==> config.mk <==
export PLATFORM = sky130hd
export DESIGN_NAME = mod_exp
export DESIGN_NICKNAME = d
export VERILOG_FILES = /design/src/rtl/keychain_pkg.sv /design/src/rtl/mod_reduce.sv /design/src/rtl/mod_exp.sv
export SDC_FILE = /design/constraint.sdc
export NUM_CORES = 1
export LEC_CHECK = 0
export CORE_MARGIN = 2
export CORE_UTILIZATION = 40
export CTS_CLUSTER_DIAMETER = 60
export CTS_CLUSTER_SIZE = 14
export DETAILED_ROUTE_END_ITERATION = 7
export PLACE_DENSITY = 0.59
export SLEW_MARGIN = 20
export SYNTH_ARGS = -nofsm -noshare
export SYNTH_HDL_FRONTEND = slang
export SYNTH_SLANG_ARGS = --single-unit
==> constraint.sdc <==
create_clock -name clk_in -period 16.6 [get_ports clk_in]
set_clock_uncertainty 0.2 [all_clocks]
set_input_delay 3.32 -clock clk_in [delete_from_list [all_inputs] [get_ports clk_in]]
set_output_delay 3.32 -clock clk_in [all_outputs]
set_load 0.05 [all_outputs]
==> src/rtl/keychain_pkg.sv <==
`default_nettype none
// ============================================================================
//  Module      : keychain_pkg
//  Description : Shared types for the key-chain arithmetic blocks: the
//                modular-exponentiation FSM state encoding and a helper that
//                gives the length of one reducer step in clock cycles.
//  Revision    : 1.0  initial release
// ============================================================================
package keychain_pkg;

   // Explicit 3-bit encoding for the exponentiation controller.
   typedef enum logic [2:0] {
      IDLE = 3'd0,
      LOAD = 3'd1,
      SQ   = 3'd2,
      MUL  = 3'd3,
      DONE = 3'd4
   } state_e;

   // One reduce step: start pulse, 2*W shift-subtract iterations, capture.
   function automatic int reduce_cycles(input int width);
      return 2 * width + 2;
   endfunction

endpackage
`default_nettype wire

==> src/rtl/mod_reduce.sv <==
`default_nettype none
// ============================================================================
//  Module      : mod_reduce
//  Description : Restoring shift-subtract reducer. Computes value_i mod
//                modulus_i for a 2*WIDTH dividend and WIDTH-bit modulus.
//                value_i is sampled on the edge where start_i is high; the
//                remainder is valid while done_o pulses, 2*WIDTH+1 cycles
//                after that edge. modulus_i must stay stable for the whole run
//                and must be non-zero.
//  Ports       : clk_in, rst_n_in (async, active low), start_i, value_i,
//                modulus_i, rem_o, done_o
//  Revision    : 1.0  initial release
// ============================================================================
module mod_reduce
   import keychain_pkg::*;
#(
   parameter int WIDTH = 16
) (
   input  logic                 clk_in,
   input  logic                 rst_n_in,
   input  logic                 start_i,
   input  logic [2*WIDTH-1:0]   value_i,
   input  logic [WIDTH-1:0]     modulus_i,
   output logic [WIDTH-1:0]     rem_o,
   output logic                 done_o
);

   localparam int              CNT_W    = $clog2(2 * WIDTH) + 1;
   localparam logic [CNT_W-1:0] CNT_LAST = CNT_W'(2 * WIDTH - 1);

   logic [2*WIDTH-1:0] val_q;
   logic [WIDTH-1:0]   rem_q;
   logic [CNT_W-1:0]   cnt_q;
   logic               active_q;
   logic               done_q;

   // Partial remainder shifted left with the next dividend bit. It needs
   // WIDTH+1 bits because rem_q can reach modulus-1 = 2^WIDTH-2.
   logic [WIDTH:0] trial;
   logic [WIDTH:0] diff;
   logic           ge;

   always_comb begin
      trial = {rem_q, val_q[2*WIDTH-1]};
      diff  = trial - {1'b0, modulus_i};
      ge    = (trial >= {1'b0, modulus_i});
   end

   always_ff @(posedge clk_in or negedge rst_n_in) begin
      if (!rst_n_in) begin
         val_q    <= '0;
         rem_q    <= '0;
         cnt_q    <= '0;
         active_q <= 1'b0;
         done_q   <= 1'b0;
      end else begin
         done_q <= 1'b0;
         if (start_i) begin
            val_q    <= value_i;
            rem_q    <= '0;
            cnt_q    <= '0;
            active_q <= 1'b1;
         end else if (active_q) begin
            // Both branches are below the modulus, so the top bit is zero.
            rem_q <= ge ? diff[WIDTH-1:0] : trial[WIDTH-1:0];
            val_q <= {val_q[2*WIDTH-2:0], 1'b0};
            if (cnt_q == CNT_LAST) begin
               active_q <= 1'b0;
               done_q   <= 1'b1;
            end else begin
               cnt_q <= cnt_q + CNT_W'(1);
            end
         end
      end
   end

   assign rem_o  = rem_q;
   assign done_o = done_q;

endmodule
`default_nettype wire

==> src/rtl/mod_exp.sv <==
`default_nettype none
// ============================================================================
//  Module      : mod_exp
//  Description : Left-to-right square-and-multiply modular exponentiation,
//                result_out = base^exponent mod modulus. Every square or
//                multiply is followed by a full 2*WIDTH reduction in
//                mod_reduce, so no product is ever truncated.
//                Optional build macro MOD_EXP_SKIP_ZEROS_EN: start the bit
//                scan at the most significant set exponent bit, skipping the
//                leading squarings of 1. Results are identical either way.
//  Ports       : clk_in, rst_n_in (async, active low), ready_in, base_in,
//                exponent_in, modulus_in -> result_out, busy_out,
//                valid_out (1-cycle pulse), err_out (modulus was 0)
//  Revision    : 1.0  initial release
// ============================================================================
module mod_exp
   import keychain_pkg::*;
#(
   parameter int WIDTH = 16
) (
   input  logic             clk_in,
   input  logic             rst_n_in,
   input  logic             ready_in,
   input  logic [WIDTH-1:0] base_in,
   input  logic [WIDTH-1:0] exponent_in,
   input  logic [WIDTH-1:0] modulus_in,
   output logic [WIDTH-1:0] result_out,
   output logic             busy_out,
   output logic             valid_out,
   output logic             err_out
);

   localparam int IDX_W = (WIDTH > 1) ? $clog2(WIDTH) : 1;

   state_e             state_q;
   logic [WIDTH-1:0]   base_q, exp_q, mod_q;
   logic [WIDTH-1:0]   b_q, acc_q;
   logic [IDX_W-1:0]   idx_q;
   logic               run_q;     // a reduce step has been issued in this op
   logic               start_q;
   logic [WIDTH-1:0]   result_q;
   logic               busy_q, valid_q, err_q;

   logic [2*WIDTH-1:0] red_value;
   logic [WIDTH-1:0]   red_rem;
   logic               red_done;

   // Dividend for the step in flight; sampled by the reducer one cycle after
   // the state is entered, when acc_q already holds the previous result.
   always_comb begin
      red_value = '0;
      case (state_q)
         LOAD:    red_value = {{WIDTH{1'b0}}, base_q};
         SQ:      red_value = {{WIDTH{1'b0}}, acc_q} * {{WIDTH{1'b0}}, acc_q};
         MUL:     red_value = {{WIDTH{1'b0}}, acc_q} * {{WIDTH{1'b0}}, b_q};
         default: red_value = '0;
      endcase
   end

`ifdef MOD_EXP_SKIP_ZEROS_EN
   logic [IDX_W-1:0] msb_idx;
   logic             exp_nonzero;

   always_comb begin
      msb_idx     = '0;
      exp_nonzero = 1'b0;
      for (int k = 0; k < WIDTH; k++) begin
         if (exp_q[k]) begin
            msb_idx     = IDX_W'(k);
            exp_nonzero = 1'b1;
         end
      end
   end
`endif

   mod_reduce #(
      .WIDTH (WIDTH)
   ) u_reduce (
      .clk_in    (clk_in),
      .rst_n_in  (rst_n_in),
      .start_i   (start_q),
      .value_i   (red_value),
      .modulus_i (mod_q),
      .rem_o     (red_rem),
      .done_o    (red_done)
   );

   always_ff @(posedge clk_in or negedge rst_n_in) begin
      if (!rst_n_in) begin
         state_q  <= IDLE;
         base_q   <= '0;
         exp_q    <= '0;
         mod_q    <= '0;
         b_q      <= '0;
         acc_q    <= '0;
         idx_q    <= '0;
         run_q    <= 1'b0;
         start_q  <= 1'b0;
         result_q <= '0;
         busy_q   <= 1'b0;
         valid_q  <= 1'b0;
         err_q    <= 1'b0;
      end else begin
         valid_q <= 1'b0;
         start_q <= 1'b0;
         case (state_q)
            IDLE: begin
               if (ready_in) begin
                  base_q  <= base_in;
                  exp_q   <= exponent_in;
                  mod_q   <= modulus_in;
                  busy_q  <= 1'b1;
                  err_q   <= 1'b0;
                  run_q   <= 1'b0;
                  state_q <= LOAD;
               end
            end
            LOAD: begin
               if (!run_q) begin
                  // Zero modulus is caught before any reduction is issued,
                  // so the reducer never divides by zero.
                  if (mod_q == '0) begin
                     acc_q   <= '0;
                     err_q   <= 1'b1;
                     state_q <= DONE;
                  end else begin
                     start_q <= 1'b1;
                     run_q   <= 1'b1;
                  end
               end else if (red_done) begin
                  b_q   <= red_rem;
                  acc_q <= (mod_q == WIDTH'(1)) ? '0 : WIDTH'(1);
`ifdef MOD_EXP_SKIP_ZEROS_EN
                  if (!exp_nonzero) begin
                     state_q <= DONE;
                     run_q   <= 1'b0;
                  end else begin
                     idx_q   <= msb_idx;
                     state_q <= SQ;
                     start_q <= 1'b1;
                  end
`else
                  idx_q   <= IDX_W'(WIDTH - 1);
                  state_q <= SQ;
                  start_q <= 1'b1;
`endif
               end
            end
            SQ: begin
               if (red_done) begin
                  acc_q <= red_rem;
                  if (exp_q[idx_q]) begin
                     state_q <= MUL;
                     start_q <= 1'b1;
                  end else if (idx_q == '0) begin
                     state_q <= DONE;
                     run_q   <= 1'b0;
                  end else begin
                     idx_q   <= idx_q - IDX_W'(1);
                     start_q <= 1'b1;
                  end
               end
            end
            MUL: begin
               // The bit-advance decision shares the capture cycle.
               if (red_done) begin
                  acc_q <= red_rem;
                  if (idx_q == '0) begin
                     state_q <= DONE;
                     run_q   <= 1'b0;
                  end else begin
                     idx_q   <= idx_q - IDX_W'(1);
                     state_q <= SQ;
                     start_q <= 1'b1;
                  end
               end
            end
            DONE: begin
               result_q <= acc_q;
               busy_q   <= 1'b0;
               valid_q  <= 1'b1;
               state_q  <= IDLE;
            end
            default: state_q <= IDLE;
         endcase
      end
   end

   assign result_out = result_q;
   assign busy_out   = busy_q;
   assign valid_out  = valid_q;
   assign err_out    = err_q;

endmodule
`default_nettype wire

==> results of run 1 <==
[routing by layer]
metal / part of all wire (%) / GRT usage [%] / up-vias / routed length [um]
met5: 0 / 0 / - / 0
met4: 2.0 / 5.58 / 0 / 1250
met3: 4.0 / 2.32 / 92 / 2540
met2: 49 / 37.0 / 475 / 30500
met1: 45 / 29.4 / 9086 / 28300
li1: - / - / 8184 / -
[worst register-to-register path, delay by kind of cell, from the launching register on]
family	cells	cell delay, ns
compound gates	4	0.98
xor+xnor	2	0.31
fa+ha+maj	7	3.13
buf+inv	5	0.71
flops	1	0.62
simple gates	6	1.39
[synthesized netlist by cell type (3+ instances only)]
cell | count | area [um^2]
a211oi_1 | 24 | 180
a21boi_0 | 3 | 22.5
a21o_1 | 29 | 218
a21oi_1 | 89 | 445
a22o_1 | 3 | 26.3
a22oi_1 | 9 | 67.6
a31o_2 | 4 | 35.0
a31oi_1 | 6 | 37.5
a32oi_1 | 3 | 26.3
and2_1 | 158 | 988
and3_1 | 6 | 37.5
buf_1 | 4 | 15.0
buf_2 | 3 | 15.0
clkbuf_1 | 113 | 424
dfrtp_1 | 164 | 4100
fa_1 | 357 | 7150
ha_1 | 219 | 2740
inv_1 | 510 | 1910
mux2_2 | 66 | 743
mux2i_1 | 39 | 390
mux4_2 | 5 | 113
nand2_1 | 319 | 1200
nand2b_1 | 21 | 131
nand3_1 | 20 | 100
nand4_1 | 11 | 68.8
nor2_1 | 94 | 353
nor2b_1 | 23 | 144
nor3_1 | 15 | 75.1
nor4_1 | 7 | 43.8
o211ai_1 | 8 | 60.1
o21a_1 | 11 | 82.6
o21ai_0 | 100 | 500
o21bai_1 | 9 | 67.6
o221ai_1 | 7 | 61.3
o22ai_1 | 16 | 100
o31ai_1 | 6 | 45.0
or2_2 | 3 | 18.8
or3_1 | 5 | 31.3
xnor2_1 | 44 | 385
xor2_1 | 29 | 254
[cells by family (layout without fill, tap and decap cells)]
group / count (synthesis) / count (layout) / share of synthesized area (%)
AND/OR/NAND/NOR: 691 / 691 / 13.8
adder cells (fa/ha/maj): 576 / 576 / 41.6
AO/OA/AOI/OAI: 357 / 357 / 9.50
flip-flops: 164 / 164 / 17.3
buffers and inverters: 632 / 640 / 10.0
multiplexers: 110 / 110 / 5.24
XOR/XNOR: 73 / 73 / 2.69
[layout make-up]
class	instances	area, um^2	share of cell area (%)
Timing Repair Buffer	97	906	3.51
Clock buffer	18	429	1.66
Clock inverter	14	135	0.524
Sequential cell	164	4110	15.9
Inverter	511	1920	7.44
Tap cell	773	967	3.75
Multi-Input combinational cell	1807	17300	67.2
[stage by stage]
stage | std cells | total power [uW] | worst slack, ns | cell area, um^2
3_3_place_gp | 3352 | 1410 | 9.44 | 25200
6_report | 3384 | 1830 | 9.15 | 25800
4_1_cts | 3384 | 1840 | 9.19 | 25800
5_1_grt | 3384 | 1970 | 8.79 | 25800
2_1_floorplan | 2603 | 1210 | 10.06 | 23800
3_5_place_dp | 3352 | 1430 | 9.21 | 25200
[power by group through the flow]
| stage | Combinational, uW | Sequential (uW) | Clock [uW] |
|---|---|---|---|
| final | 797 | 632 | 397 |
| after global routing | 899 | 650 | 422 |
| after CTS | 799 | 633 | 407 |
| after detailed placement | 794 | 640 | 0 |
| after global placement | 777 | 633 | 0 |
| after floorplan | 621 | 592 | 0 |
[flip-flops by register name, summed over array words and instances (netlist names), 3 cells and up]
register / flops
base_q: 16
acc_q: 16
idx_q: 4
result_out: 16
u_reduce.cnt_q: 6
mod_q: 16
u_reduce.val_q: 32
b_q: 16
state_q: 3
exp_q: 16
u_reduce.rem_o: 16
[path summary, 6_finish.rpt]
path / slack, ns / endpoint
worst max-delay path: 9.15 / u_reduce.val_q[29]
worst min-delay path: 0.31 / result_out[10]
worst max register to register: 9.15 / u_reduce.val_q[29]
worst min register to register: 0.31 / result_out[10]
max in group asynchronous: 12.10 / start_q
min in group asynchronous: 2.74 / result_out[13]
==> results.json, run 1 <==
{
  "grt_pass1_vias": 19500,
  "fin_util_pct": 43.8,
  "start_util_pct": 40.4,
  "ctsResizeCount": 0,
  "p_sw_uw": 756,
  "ctsLongestPathBuffers": 2,
  "power.density_nw_per_um2": 70.9,
  "netlist_area_um2": 23800,
  "drc": 0,
  "grt_first_pass_wirelength_um": 105000,
  "tns_ns": 0,
  "final-setup-viol-count": 0,
  "cts_root_buf": "clkbuf_16",
  "row_count": 89,
  "pwr-share-comb_pct": 43.6,
  "fill_cells": 5716,
  "synth_seq_cells": 164,
  "whs_ns": 0.308,
  "rsz0062_at_grt": "false",
  "overflow": 0,
  "vias_per_cell": 5.27,
  "mostFrequentLayoutCell": "inv_1",
  "path_cells": "buf_4 -> inv_1 -> nor2_1 -> ha_1 -> xor2_1 -> fa_1 -> inv_1 -> fa_1 -> fa_1 -> fa_1 -> inv_1 -> fa_1 -> inv_1 -> ha_1 -> and3_1 -> and4_1 -> o211a_1 -> nor3_1 -> o21bai_1 -> a21oi_1 -> nor4_1 -> nor3_1 -> xnor2_1 -> a221o_1",
  "synth_edf_count": 0,
  "antenna_found_initial": 0,
  "reg2regPathDepth": 24,
  "rr_startpoint": "acc_q[2]",
  "ctsHoldBuffers": 0,
  "die_x_um": 248,
  "ios": 70,
  "clock.fmax_mhz": 134,
  "ys_types": 74,
  "crit_slowest_cell": "dfrtp_1",
  "worstSetupStartpoint": "acc_q[2]",
  "worst_pin_slew_ns": 1.06,
  "period_share_pct": 44.9,
  "synth_nets": 3230,
  "min-delay-start": "result_out[10]",
  "hp-class": "register to register",
  "drt_first_iter_violations": 972,
  "critPathRequiredTime_ns": 16.73,
  "cp_max_fo": 21,
  "fin_crit_ns": 7.45,
  "yosysWarnings": 0,
  "p_sw_share_pct": 41.4,
  "slew_violations": 0,
  "crit_path_start_kind": "register",
  "postSynthCellCount": 2603,
  "cts_sinks": 164,
  "cp.arrival_ns": 7.57,
  "drive_gt1_share_pct": 5.78,
  "num_vias": 17800,
  "cp_top_family": "adder cells",
  "coreArea_um2": 58900,
  "min_delay_path_depth": 1,
  "firstDrtPassIters": 7,
  "cp_common_cell": "fa_1",
  "cts_buffers": 17,
  "insertion_delay_ns": 0.46,
  "status": "finished, final reports clean",
  "total_leakage_power_uw": 0.0135,
  "p_int_uw": 1070,
  "nets": 3225,
  "ys_seq_area_share_pct": 17.3,
  "synthFlopType": "dfrtp_1",
  "drt-total-wl_um": 62700,
  "ant_nets": 0,
  "clkPwrFrac_pct": 21.8,
  "place_congestion": 0.922,
  "relSlewSlack_pct": 29.2,
  "vdd_drop_max_mv": 0.106,
  "syn_area_per_cell_um2": 9.14,
  "final_cell_mix": "510 x inv_1, 357 x fa_1, 319 x nand2_1, 219 x ha_1, 162 x dfrtp_1",
  "cap_violations": 0,
  "cp-end-kind": "register",
  "cts.clk_slew.worst_paths_ns": 0.07,
  "async_reset_ff_share_pct": 100,
  "cpPeakStageDelay_ns": 0.62,
  "grtUsageTotal_pct": 21.7,
  "path_class": "register to register",
  "die_h_um": 248,
  "grt_max_degree": 89,
  "cts_setup_buffers": 0,
  "crit_cells": 24,
  "syn2layout_area_growth_pct": 8.36,
  "wl_per_cell_um": 18.5,
  "path_buf_inv": 5,
  "dpl.hpwl_um": 47700,
  "diodes": 0,
  "pwr-share-seq_pct": 34.6,
  "cts_tree": "built",
  "die_area_um2": 61400,
  "hold_viol": 0,
  "h-tree-depth": 4,
  "port_buffers": 69
}
No activity file was read; power rests on OpenSTA's default activity.
==> run 2: changes to the inputs <==
- clock period: 16.6 -> 7.39 ns (I/O delays scaled with it)
==> results.json, run 2 (same netlist as run 1, synthesis figures left out) <==
{
  "fin_cells": 3408,
  "place_area_um2": 25400,
  "diodes": 0,
  "fin_crit_ns": 7.07,
  "largest_register": "u_reduce.val_q",
  "ant_nets": 0,
  "relSlewSlack_pct": 33.0,
  "cts.clk_slew.worst_paths_ns": 0.08,
  "hold_viol": 0,
  "met3RoutedLength_um": 3370,
  "crit_path_start_kind": "register",
  "row_count": 89,
  "die_x_um": 248,
  "drive_gt1_share_pct": 6.83,
  "ctsLongestPathBuffers": 2,
  "timing.rr.end": "u_reduce.val_q[28]",
  "largest_reg_flops": 32,
  "cp.arrival_ns": 7.16,
  "path_class": "register to register",
  "hold_path_end": "u_reduce.val_q[0]",
  "period_share_pct": 95.7,
  "num_vias": 17800,
  "cp-end-kind": "register",
  "clock.fmax_mhz": 141,
  "min-delay-start": "u_reduce.val_q[0]",
  "cp_max_fo": 10,
  "total_leakage_power_uw": 0.0136,
  "rr_startpoint": "acc_q[9]",
  "wl_met2_um": 29900,
  "nets": 3249,
  "grt_first_pass_wirelength_um": 102000,
  "place_congestion": 0.917,
  "insertion_delay_ns": 0.45,
  "drt_first_iter_violations": 1008,
  "h-tree-depth": 4,
  "drc": 0,
  "place_ws_ns": 0.215,
  "status": "finished, final reports clean",
  "dpl.hpwl_um": 49400,
  "min_delay_path_depth": 2,
  "power.density_nw_per_um2": 159,
  "cts_buffers": 17,
  "p_total_uw": 4150,
  "final-setup-viol-count": 0,
  "dp.cells": 3376,
  "fill_cells": 5620,
  "hp-class": "register to register",
  "start_util_pct": 40.4,
  "worst_pin_slew_ns": 1.00,
  "cts_tree": "built",
  "wl_met1_um": 27500,
  "coreArea_um2": 58900,
  "final_cell_mix": "510 x inv_1, 357 x fa_1, 319 x nand2_1, 219 x ha_1, 161 x dfrtp_1",
  "critPathRequiredTime_ns": 7.48,
  "multi_input_area_um2": 17300,
  "seq_area_um2": 4110,
  "syn2layout_area_growth_pct": 9.43,
  "firstDrtPassIters": 5,
  "port_buffers": 69,
  "cts_sinks": 164,
  "die_area_um2": 61400,
  "fin_ws_ns": 0.321,
  "cap_violations": 0,
  "vias_per_cell": 5.21,
  "antenna_found_initial": 1,
  "routed.top_layer": "met4",
  "wl_per_cell_um": 18.1,
  "grtUsageTotal_pct": 21.2,
  "worstSetupStartpoint": "acc_q[9]",
  "mostFrequentLayoutCell": "inv_1",
  "cts_setup_buffers": 0,
  "drt-total-wl_um": 61800,
  "overflow": 0,
  "cts_root_buf": "clkbuf_16",
  "whs_ns": 0.292,
  "slew_violations": 0,
  "grt_max_degree": 72,
  "die_h_um": 248,
  "reg2regPathDepth": 23,
  "vdd_drop_max_mv": 0.253,
  "grt_pass1_vias": 19000,
  "ios": 70,
  "design_area_um2": 26000,
  "ff2ff_setup_slack_ns": 0.32
}
-- run 2: cell types whose count changed in the layout (fill, tap and decap cells not counted), sizes merged --
cell,previous run,this run
inv,520,518
clkinvlp,0,2
bufinv,0,1
clkinv,5,4
buf,29,53
-- run 2: repair_timing --
| item | 4_1_cts | 5_1_grt |
|---|---|---|
| hold buffers | 0 | 0 |
| setup endpoints to repair | 0 | 6 |
| endpoints found under the hold margin | 0 | 0 |
| resized for setup | 0 | 6 |
-- run 2: cell type report --
type / count / area share (%)
Multi-Input combinational cell: 1807 / 66.6
Sequential cell: 164 / 15.8
Tap cell: 773 / 3.72
Inverter: 511 / 7.37
Timing Repair Buffer: 121 / 4.17
Clock buffer: 18 / 1.69
Clock inverter: 14 / 0.678
-- run 2: critical path, cell delays in order (launching register included) --
cell and delay, ns:
dfrtp_1 0.48, buf_4 0.23, and2_1 0.18, fa_1 0.54, inv_1 0.05, fa_1 0.47, inv_1 0.05, fa_1 0.48
fa_1 0.51, fa_1 0.49, inv_1 0.05, fa_1 0.51, inv_1 0.06, ha_1 0.37, a211oi_1 0.33, o21ai_0 0.17
a31oi_1 0.19, o221ai_1 0.23, o221a_2 0.33, a31o_2 0.27, nand3_1 0.10, a21oi_1 0.07, o21ai_0 0.35, o221ai_1 0.19
-- run 2: power by group --
part           internal [uW]  switching (uW)  leakage [uW]
combinational            787             992        0.0112
clock                    496             451      0.000296
sequential              1170             252       0.00213
-- run 2: metal layers --
metal | up-vias | global-route usage (%)
li1 | 8242 | -
met1 | 8966 | 29.3
met3 | 67 | 2.93
met4 | 0 | 4.10
met5 | - | 0
met2 | 477 | 35.8
-- run 2: worst max path at each step --
stage | end | slack, ns | cells after the start
6_report | u_reduce.val_q[28] | 0.32 | 23
3_3_place_gp | u_reduce.val_q[28] | 0.38 | 21
2_1_floorplan | u_reduce.val_q[29] | 0.85 | 24
3_5_place_dp | u_reduce.val_q[28] | 0.21 | 20
4_1_cts | u_reduce.val_q[28] | 0.14 | 21
5_1_grt | u_reduce.val_q[30] | -0.02 | 23
-- run 2: stage by stage --
step | utilization [%] | TNS (ns)
2_1_floorplan | - | 0
3_3_place_gp | 43.1 | 0
3_5_place_dp | 43.1 | 0
4_1_cts | 44.1 | 0
5_1_grt | 44.2 | -0.0195
6_report | 44.2 | 0
==> run 3: changes to the inputs <==
- CAP_MARGIN: not set -> 20
==> results of run 3 <==
No change in the layout: final DEF, timing and power equal those of run 2.
